## src/rtl/buffer_loader.sv

```systemverilog
// Packs a valid/ready word stream into bank-write beats and counts beats per tile, stalling until release.
// Optional BUFFER_LOADER_LAST_CHECK_EN adds a sticky last_err_o output that checks s_last_i framing.
//
// state       | meaning
// ST_IDLE     | not armed, stream stalled
// ST_FILL     | accepting words and emitting beats
// ST_WAIT_REL | tile loaded, stalled until tile_release_i
module buffer_loader #(
   parameter int ELEM_WIDTH     = 64,
   parameter int WORDS_PER_BEAT = 4,
   parameter int TOTAL_DEPTH    = 16
) (
   input  logic                  clk,
   input  logic                  rst_n,
   input  logic                  start_i,
   input  logic                  tile_release_i,
   input  logic                  s_valid_i,
   output logic                  s_ready_o,
   input  logic [ELEM_WIDTH-1:0] s_data_i,
   input  logic                  s_last_i,
   output logic [ELEM_WIDTH-1:0] din_o [WORDS_PER_BEAT],
   output logic                  in_valid_o,
   output logic                  load_done_o,
   output logic                  busy_o,
   output logic [15:0]           tile_cnt_o
`ifdef BUFFER_LOADER_LAST_CHECK_EN
   ,
   output logic                  last_err_o
`endif
);

   localparam int WC_W = (WORDS_PER_BEAT > 1) ? $clog2(WORDS_PER_BEAT) : 1;
   localparam int BC_W = (TOTAL_DEPTH > 1) ? $clog2(TOTAL_DEPTH) : 1;
   localparam logic [WC_W-1:0] WC_LAST = WC_W'(WORDS_PER_BEAT - 1);
   localparam logic [BC_W-1:0] BC_LAST = BC_W'(TOTAL_DEPTH - 1);

   localparam logic [1:0] ST_IDLE     = 2'd0;
   localparam logic [1:0] ST_FILL     = 2'd1;
   localparam logic [1:0] ST_WAIT_REL = 2'd2;

   logic [1:0]            state_q, state_d;
   logic                  release_pend_q, release_pend_d;
   logic [WC_W-1:0]       word_cnt_q;
   logic [BC_W-1:0]       beat_cnt_q;
   logic [15:0]           tile_cnt_q;
   logic                  in_valid_q;
   logic                  load_done_q;
   logic [ELEM_WIDTH-1:0] pack_q    [WORDS_PER_BEAT];
   logic [ELEM_WIDTH-1:0] din_q     [WORDS_PER_BEAT];
   logic [ELEM_WIDTH-1:0] beat_full [WORDS_PER_BEAT];

   logic accept;
   logic beat_end;
   logic tile_end;

   assign s_ready_o   = (state_q == ST_FILL);
   assign busy_o      = (state_q != ST_IDLE);
   assign in_valid_o  = in_valid_q;
   assign load_done_o = load_done_q;
   assign tile_cnt_o  = tile_cnt_q;
   assign din_o       = din_q;

   assign accept   = s_valid_i & s_ready_o;
   assign beat_end = accept && (word_cnt_q == WC_LAST);
   assign tile_end = beat_end && (beat_cnt_q == BC_LAST);

   // The word arriving now completes the beat, so it bypasses the pack register.
   always_comb begin
      for (int i = 0; i < WORDS_PER_BEAT; i++) begin
         beat_full[i] = (word_cnt_q == WC_W'(i)) ? s_data_i : pack_q[i];
      end
   end

   always_comb begin
      state_d        = state_q;
      release_pend_d = release_pend_q;
      case (state_q)
         ST_IDLE: begin
            if (start_i) state_d = ST_FILL;
         end
         ST_FILL: begin
            if (tile_release_i) release_pend_d = 1'b1;
            if (tile_end) begin
               if (release_pend_q || tile_release_i) release_pend_d = 1'b0;
               else                                  state_d        = ST_WAIT_REL;
            end
         end
         ST_WAIT_REL: begin
            if (tile_release_i) state_d = ST_FILL;
         end
         default: state_d = ST_IDLE;
      endcase
   end

   always_ff @(posedge clk or negedge rst_n) begin
      if (!rst_n) begin
         state_q        <= ST_IDLE;
         release_pend_q <= 1'b0;
         word_cnt_q     <= '0;
         beat_cnt_q     <= '0;
         tile_cnt_q     <= '0;
         in_valid_q     <= 1'b0;
         load_done_q    <= 1'b0;
         for (int i = 0; i < WORDS_PER_BEAT; i++) begin
            pack_q[i] <= '0;
            din_q[i]  <= '0;
         end
      end else begin
         state_q        <= state_d;
         release_pend_q <= release_pend_d;
         in_valid_q     <= beat_end;
         load_done_q    <= tile_end;
         if (accept) begin
            pack_q[word_cnt_q] <= s_data_i;
            word_cnt_q         <= beat_end ? '0 : word_cnt_q + WC_W'(1);
         end
         if (beat_end) begin
            din_q      <= beat_full;
            beat_cnt_q <= tile_end ? '0 : beat_cnt_q + BC_W'(1);
         end
         if (tile_end) tile_cnt_q <= tile_cnt_q + 16'd1;
      end
   end

`ifdef BUFFER_LOADER_LAST_CHECK_EN
   logic last_err_q;

   assign last_err_o = last_err_q;

   always_ff @(posedge clk or negedge rst_n) begin
      if (!rst_n)                                last_err_q <= 1'b0;
      else if (accept && (s_last_i != tile_end)) last_err_q <= 1'b1;
   end
`else
   logic unused_s_last;
   assign unused_s_last = s_last_i;
`endif

endmodule

```

## config.mk

```make
export PLATFORM = sky130hd
export DESIGN_NAME = buffer_loader
export DESIGN_NICKNAME = d
export VERILOG_FILES = /design/src/rtl/buffer_loader.sv
export SDC_FILE = /design/constraint.sdc
export NUM_CORES = 1
export LEC_CHECK = 0
export CAP_MARGIN = 20
export CORE_ASPECT_RATIO = 0.6
export CORE_UTILIZATION = 56
export DETAILED_ROUTE_END_ITERATION = 8
export PLACE_DENSITY_LB_ADDON = 0.05
export SETUP_SLACK_MARGIN = 0.05
export SLEW_MARGIN = 30
export SYNTH_ARGS = -nofsm -noshare
export SYNTH_HDL_FRONTEND = slang
export SYNTH_SLANG_ARGS = --single-unit
```

## constraint.sdc

```tcl
create_clock -name clk -period 3.52 [get_ports clk]
set_clock_uncertainty 0.1 [all_clocks]
set_input_delay 0.88 -clock clk [delete_from_list [all_inputs] [get_ports clk]]
set_output_delay 0.88 -clock clk [all_outputs]
set_load 0.005 [all_outputs]
```

### Word level (Yosys, flattened, before mapping)

Index checks and enable logic that the tools add are counted.
W data, S select, Z words.

* equal/unequal tests: 10
* reduce and logical (&&, ||, !) cells: 8
* bitwise logic cells: 2
* magnitude comparators: 2
* $add $sub $neg: 3
* muxes and demuxes: 17

Operators by type and width (number)
* $mux W64: 5
* $bwmux W256: 1
* $demux W64 S2: 1
* $add A16 B1 Y16 const B: 1
* $mux W2: 5
* $eq A2 B2 Y1 const B: 3
* $ne A2 B2 Y1 const B: 3
* $pmux W2 S3: 1
* $add A4 B1 Y4 const B: 1
* $eq A2 B1 Y1 const B: 2
* $eq A4 B4 Y1 const B: 1
* $logic_not A2 Y1: 2
* $mux W4: 1
* $reduce_and A4 Y1: 1
* $ge A3 B3 Y1 const B: 1
* $logic_and A1 B1 Y1: 3
* $lt A3 B1 Y1 const B: 1
* $mux W1: 3
* $not A2 Y3: 1
* $add A2 B1 Y2 const B: 1
* $ne A2 B1 Y1 const B: 1
* $reduce_bool A2 Y1: 1
* $and A1 B1 Y1: 1
* $logic_or A1 B1 Y1: 1

* input bits: 70
* bits in registers: 539
* output and inout port bits: 276
* logic and storage cells: 57

### Logic depth before layout (Yosys ltp)

* depth after elaboration: 6
* gate-level depth with buffers: 8
* gate-level depth less buffers: 5

### Worst setup path before layout

Ideal clock, no wire load.

* kind: in2reg
* start: input s_valid_i
* end: register tile_cnt_q[1] (netlist: tile_cnt_o[1])
* required time: 3295 ps
* buffers on the path: 1
* data arrival time: 1789 ps
* slack: 1506 ps
* cell stages on the path: 4
* setup time: 125 ps
* path through: nand4b_2 > buf_6 > nor2_2 > mux2_2

* word-level cells in the longest chain between the ends: 3

Ends and longest elaborated chain
* start: declaration: line 17 `input logic s_valid_i,`
* $and A1 B1 Y1: line 63 `assign accept = s_valid_i & s_ready_o;`
* $logic_and A1 B1 Y1: line 64 `assign beat_end = accept && (word_cnt_q == WC_LAST);`
* $logic_and A1 B1 Y1: line 65 `assign tile_end = beat_end && (beat_cnt_q == BC_LAST);`
* named net tile_end: line 54 `logic tile_end;`
* end signal: assignment: line 121 `if (tile_end) tile_cnt_q <= tile_cnt_q + 16'd1;`
* end: declaration: line 45 `logic [15:0] tile_cnt_q;`

The timed path passes the listed nets, and every way through them passes these cells.
A chain may end at the register's enable or synchronous reset.

### Final worst setup path

* start: register state_q[0]
* end: output s_ready_o

* word-level cells in the longest chain between the ends: 1

Ends and longest elaborated chain
* start: declaration: line 41 `logic [1:0] state_q, state_d;`
* start signal: assignment: line 109 `state_q <= state_d;`
* $eq A2 B1 Y1: line 56 `assign s_ready_o = (state_q == ST_FILL);`
* end: declaration: line 18 `output logic s_ready_o,`

Every way passes these cells.

==> flow_summary.ini <==
[power_and_ir_drop]
power.density_nw_per_um2 = 888
power_frac_comb_pct = 36.6
clockPowerShare_pct = 21.8
p_int_mw = 15.2
p_leak_nw = 11.2
ir_drop_mv = 0.488
pwr-share-seq_pct = 41.6
sw_frac_of_total_pct = 31.3
p_sw_mw = 6.92

[yosys]
synth_top_area_share_pct = 61.0
ys_ff_latch = 475
synth_area_leaders = dfrtp_1 61%, mux2_1 10%, mux2i_1 9.9%, nand2_1 7.7%, o21ai_0 5.0%
syn_area_sq_um = 19500
synth_common_cells = 475 x dfrtp_1, 398 x nand2_1, 196 x o21ai_0
synth.most_common_cell = dfrtp_1
avgSynthCellArea_sq_um = 12.0
synth-edff-count = 0
syn_inst = 1621
syn_nets = 1697
ys_seq_area_share_pct = 61.0
synthArstFlopShare_pct = 100
yosysWarnings = 0
synth_ff_type = dfrtp_1
synth_area_leader_cell = dfrtp_1
synth.distinct_cells = 34

[clock_network]
ctsRootBufferMaster = clkbuf_16
cts_setup_buffers = 0
cts_tree = built
cts.sinks = 475
clkSlewWorstSetupHoldPaths_ns = 0.06
numCtsBuffers = 43
ctsResizeCount = 0
clkLatencyLatePin_ns = 0.55
htreeDepth = 2
ctsHoldBuffers = 0
clockBufferDepth = 3

[sta]
setup_violations = 0
final.min_clock_period_ns = 2.80
slew_headroom_pct = 47.2
hold_viol_final = 0
setup-tns-final_ns = 0
rsz0062_at_grt = no
tightest_slew_ns = 0.791
maxSlewViolCount = 0
min_period_over_period_pct = 79.6
fmax_ghz = 0.357

[grt]
grt_pass1_vias = 13490
grt_pass1_wl_um = 75700
grt_max_degree = 197
grt-ovfl-total = 0
grt_util_all_layers_pct = 27.1
antenna_found_initial = 0

[status]
status = completed

[routing]
vias_per_cell = 5.39
drt_wl_total_um = 46900
drtPass1Iterations = 7
vias = 13098
wl_per_cell_um = 19.3
antenna_left = 0
drc = 0
drtIter0Drc = 738

[floorplan]
io_pins = 346
chipWidth_um = 243
die_y_um = 147
die_area_sq_um = 35600
initial_core_util_pct = 57.4
rows = 52
core_area_sq_um = 34000

[layout]
utilization_pct = 73.3
diodes = 0
regArea_sq_um = 11900
drive_gt1_share_pct = 6.09
multiInputGateArea_sq_um = 7120
fill_cells = 2356
area_delta_synth_final_pct = 27.7
fin_nets = 2017

[placed_design]
dp_hpwl_um = 30700
gp_congestion = 0.817
io_buffers = 344

[critical_path]
crit_fanout = 6
critPathRequiredTime_ns = 2.54
worstSetupPathType = flop to output pin
start_kind = flop
cp-end-kind = output pin
arrival_ns = 1.82

[run]
drv_cap = 0

[worst_hold_path]
hold_path_class = input port to async pin
[layout by cell type, fill, tap and decap left out, drive strengths merged]
| master | Yosys | final |
|---|---|---|
| a21oi | 3 | 3 |
| and2 | 1 | 1 |
| and3 | 3 | 3 |
| and3b | 1 | 1 |
| buf | 68 | 30 |
| bufinv | 0 | 4 |
| clkbuf | 30 | 63 |
| clkdlybuf4s50 | 0 | 343 |
| clkinv | 0 | 6 |
| dfrtp | 475 | 475 |
| ha | 6 | 6 |
| inv | 5 | 6 |
| mux2 | 193 | 193 |
| mux2i | 192 | 192 |
| nand2 | 401 | 401 |
| nand3 | 11 | 11 |
| nand3b | 1 | 1 |
| nand4 | 4 | 4 |
| nand4b | 1 | 1 |
| nor2 | 5 | 5 |
| nor3 | 2 | 2 |
| nor4 | 1 | 1 |
| o21ai | 196 | 196 |
| o22ai | 1 | 1 |
| o31a | 1 | 1 |
| o31ai | 1 | 1 |
| or2 | 1 | 1 |
| or3 | 2 | 2 |
| xnor2 | 14 | 14 |
| xor2 | 2 | 2 |
[sequential cells by signal, indices dropped and copies added (netlist names)]
name and flops:
beat_cnt_q 4, din_o 256, in_valid_o 1, load_done_o 1, pack_q 192, release_pend_q 1, state_q 2, tile_cnt_o 16
word_cnt_q 2
[final cells by class]
cell class	instances	share of cell area [%]
Sequential cell	475	47.7
Inverter	5	0.0754
Clock inverter	11	0.683
Timing Repair Buffer	373	15.5
Clock buffer	63	5.11
Tap cell	459	2.31
Multi-Input combinational cell	1043	28.6
[stage by stage]
| step | hold slack, ns | setup WS, ns | power [mW] | instance area (sq um) | instances |
|---|---|---|---|---|---|
| floorplan | 0.356 | 1.51 | 13.1 | 19500 | 1621 |
| global placement | 0.356 | 0.594 | 17.1 | 23500 | 2355 |
| global route | 0.219 | 0.632 | 23.5 | 24900 | 2429 |
| detailed placement | 0.361 | 0.574 | 17.5 | 23500 | 2355 |
| CTS | 0.201 | 0.698 | 22.3 | 24900 | 2429 |
| finish | 0.186 | 0.719 | 22.1 | 24900 | 2429 |
[cell families (layout without fill, tap and decap cells)]
| group | after synthesis | count (layout) | share of synthesized area (%) |
|---|---|---|---|
| AO/OA/AOI/OAI | 202 | 202 | 5.22 |
| XOR/XNOR | 16 | 16 | 0.719 |
| adder cells (fa/ha/maj) | 6 | 6 | 0.385 |
| buffers and inverters | 103 | 452 | 2.73 |
| flip-flops | 475 | 475 | 61.0 |
| multiplexers | 385 | 385 | 21.0 |
| AND/OR/NAND/NOR | 434 | 434 | 8.96 |
[worst max-delay path, stage by stage, from the launching register on]
cell and delay (ns):
dfrtp_1 0.47, inv_1 0.11, nor2_1 0.15, clkdlybuf4s50_1 0.54
[power groups by stage]
stage,logic [mW],registers [mW],clock network [mW]
3_5_place_dp,8.17,9.28,0
6_report,8.09,9.21,4.82
5_1_grt,8.88,9.52,5.12
2_1_floorplan,3.97,9.16,0
3_3_place_gp,7.92,9.14,0
4_1_cts,8.22,9.20,4.91
[final timing paths]
| path | from | end | slack (ns) | cells past startpoint |
|---|---|---|---|---|
| max | state_q[0] | s_ready_o | 0.72 | 3 |
| max in group asynchronous | rst_n | din_o[101] | 2.25 | 2 |
| min in group clk | din_o[42] | din_o[42] | 0.37 | 2 |
| min reg2reg | din_o[42] | din_o[42] | 0.37 | 2 |
| max reg2reg | word_cnt_q[0] | din_o[101] | 1.33 | 5 |
| min | rst_n | tile_cnt_o[15] | 0.19 | 1 |
[layer usage]
metal	wire, um	track usage (%)	vias to the layer above
met5	0	0	-
met4	1250	8.24	0
met3	2510	6.32	80
met2	21300	41.8	278
met1	21800	38.3	6591
li1	-	-	6149
(Power assumes the default switching activity.)
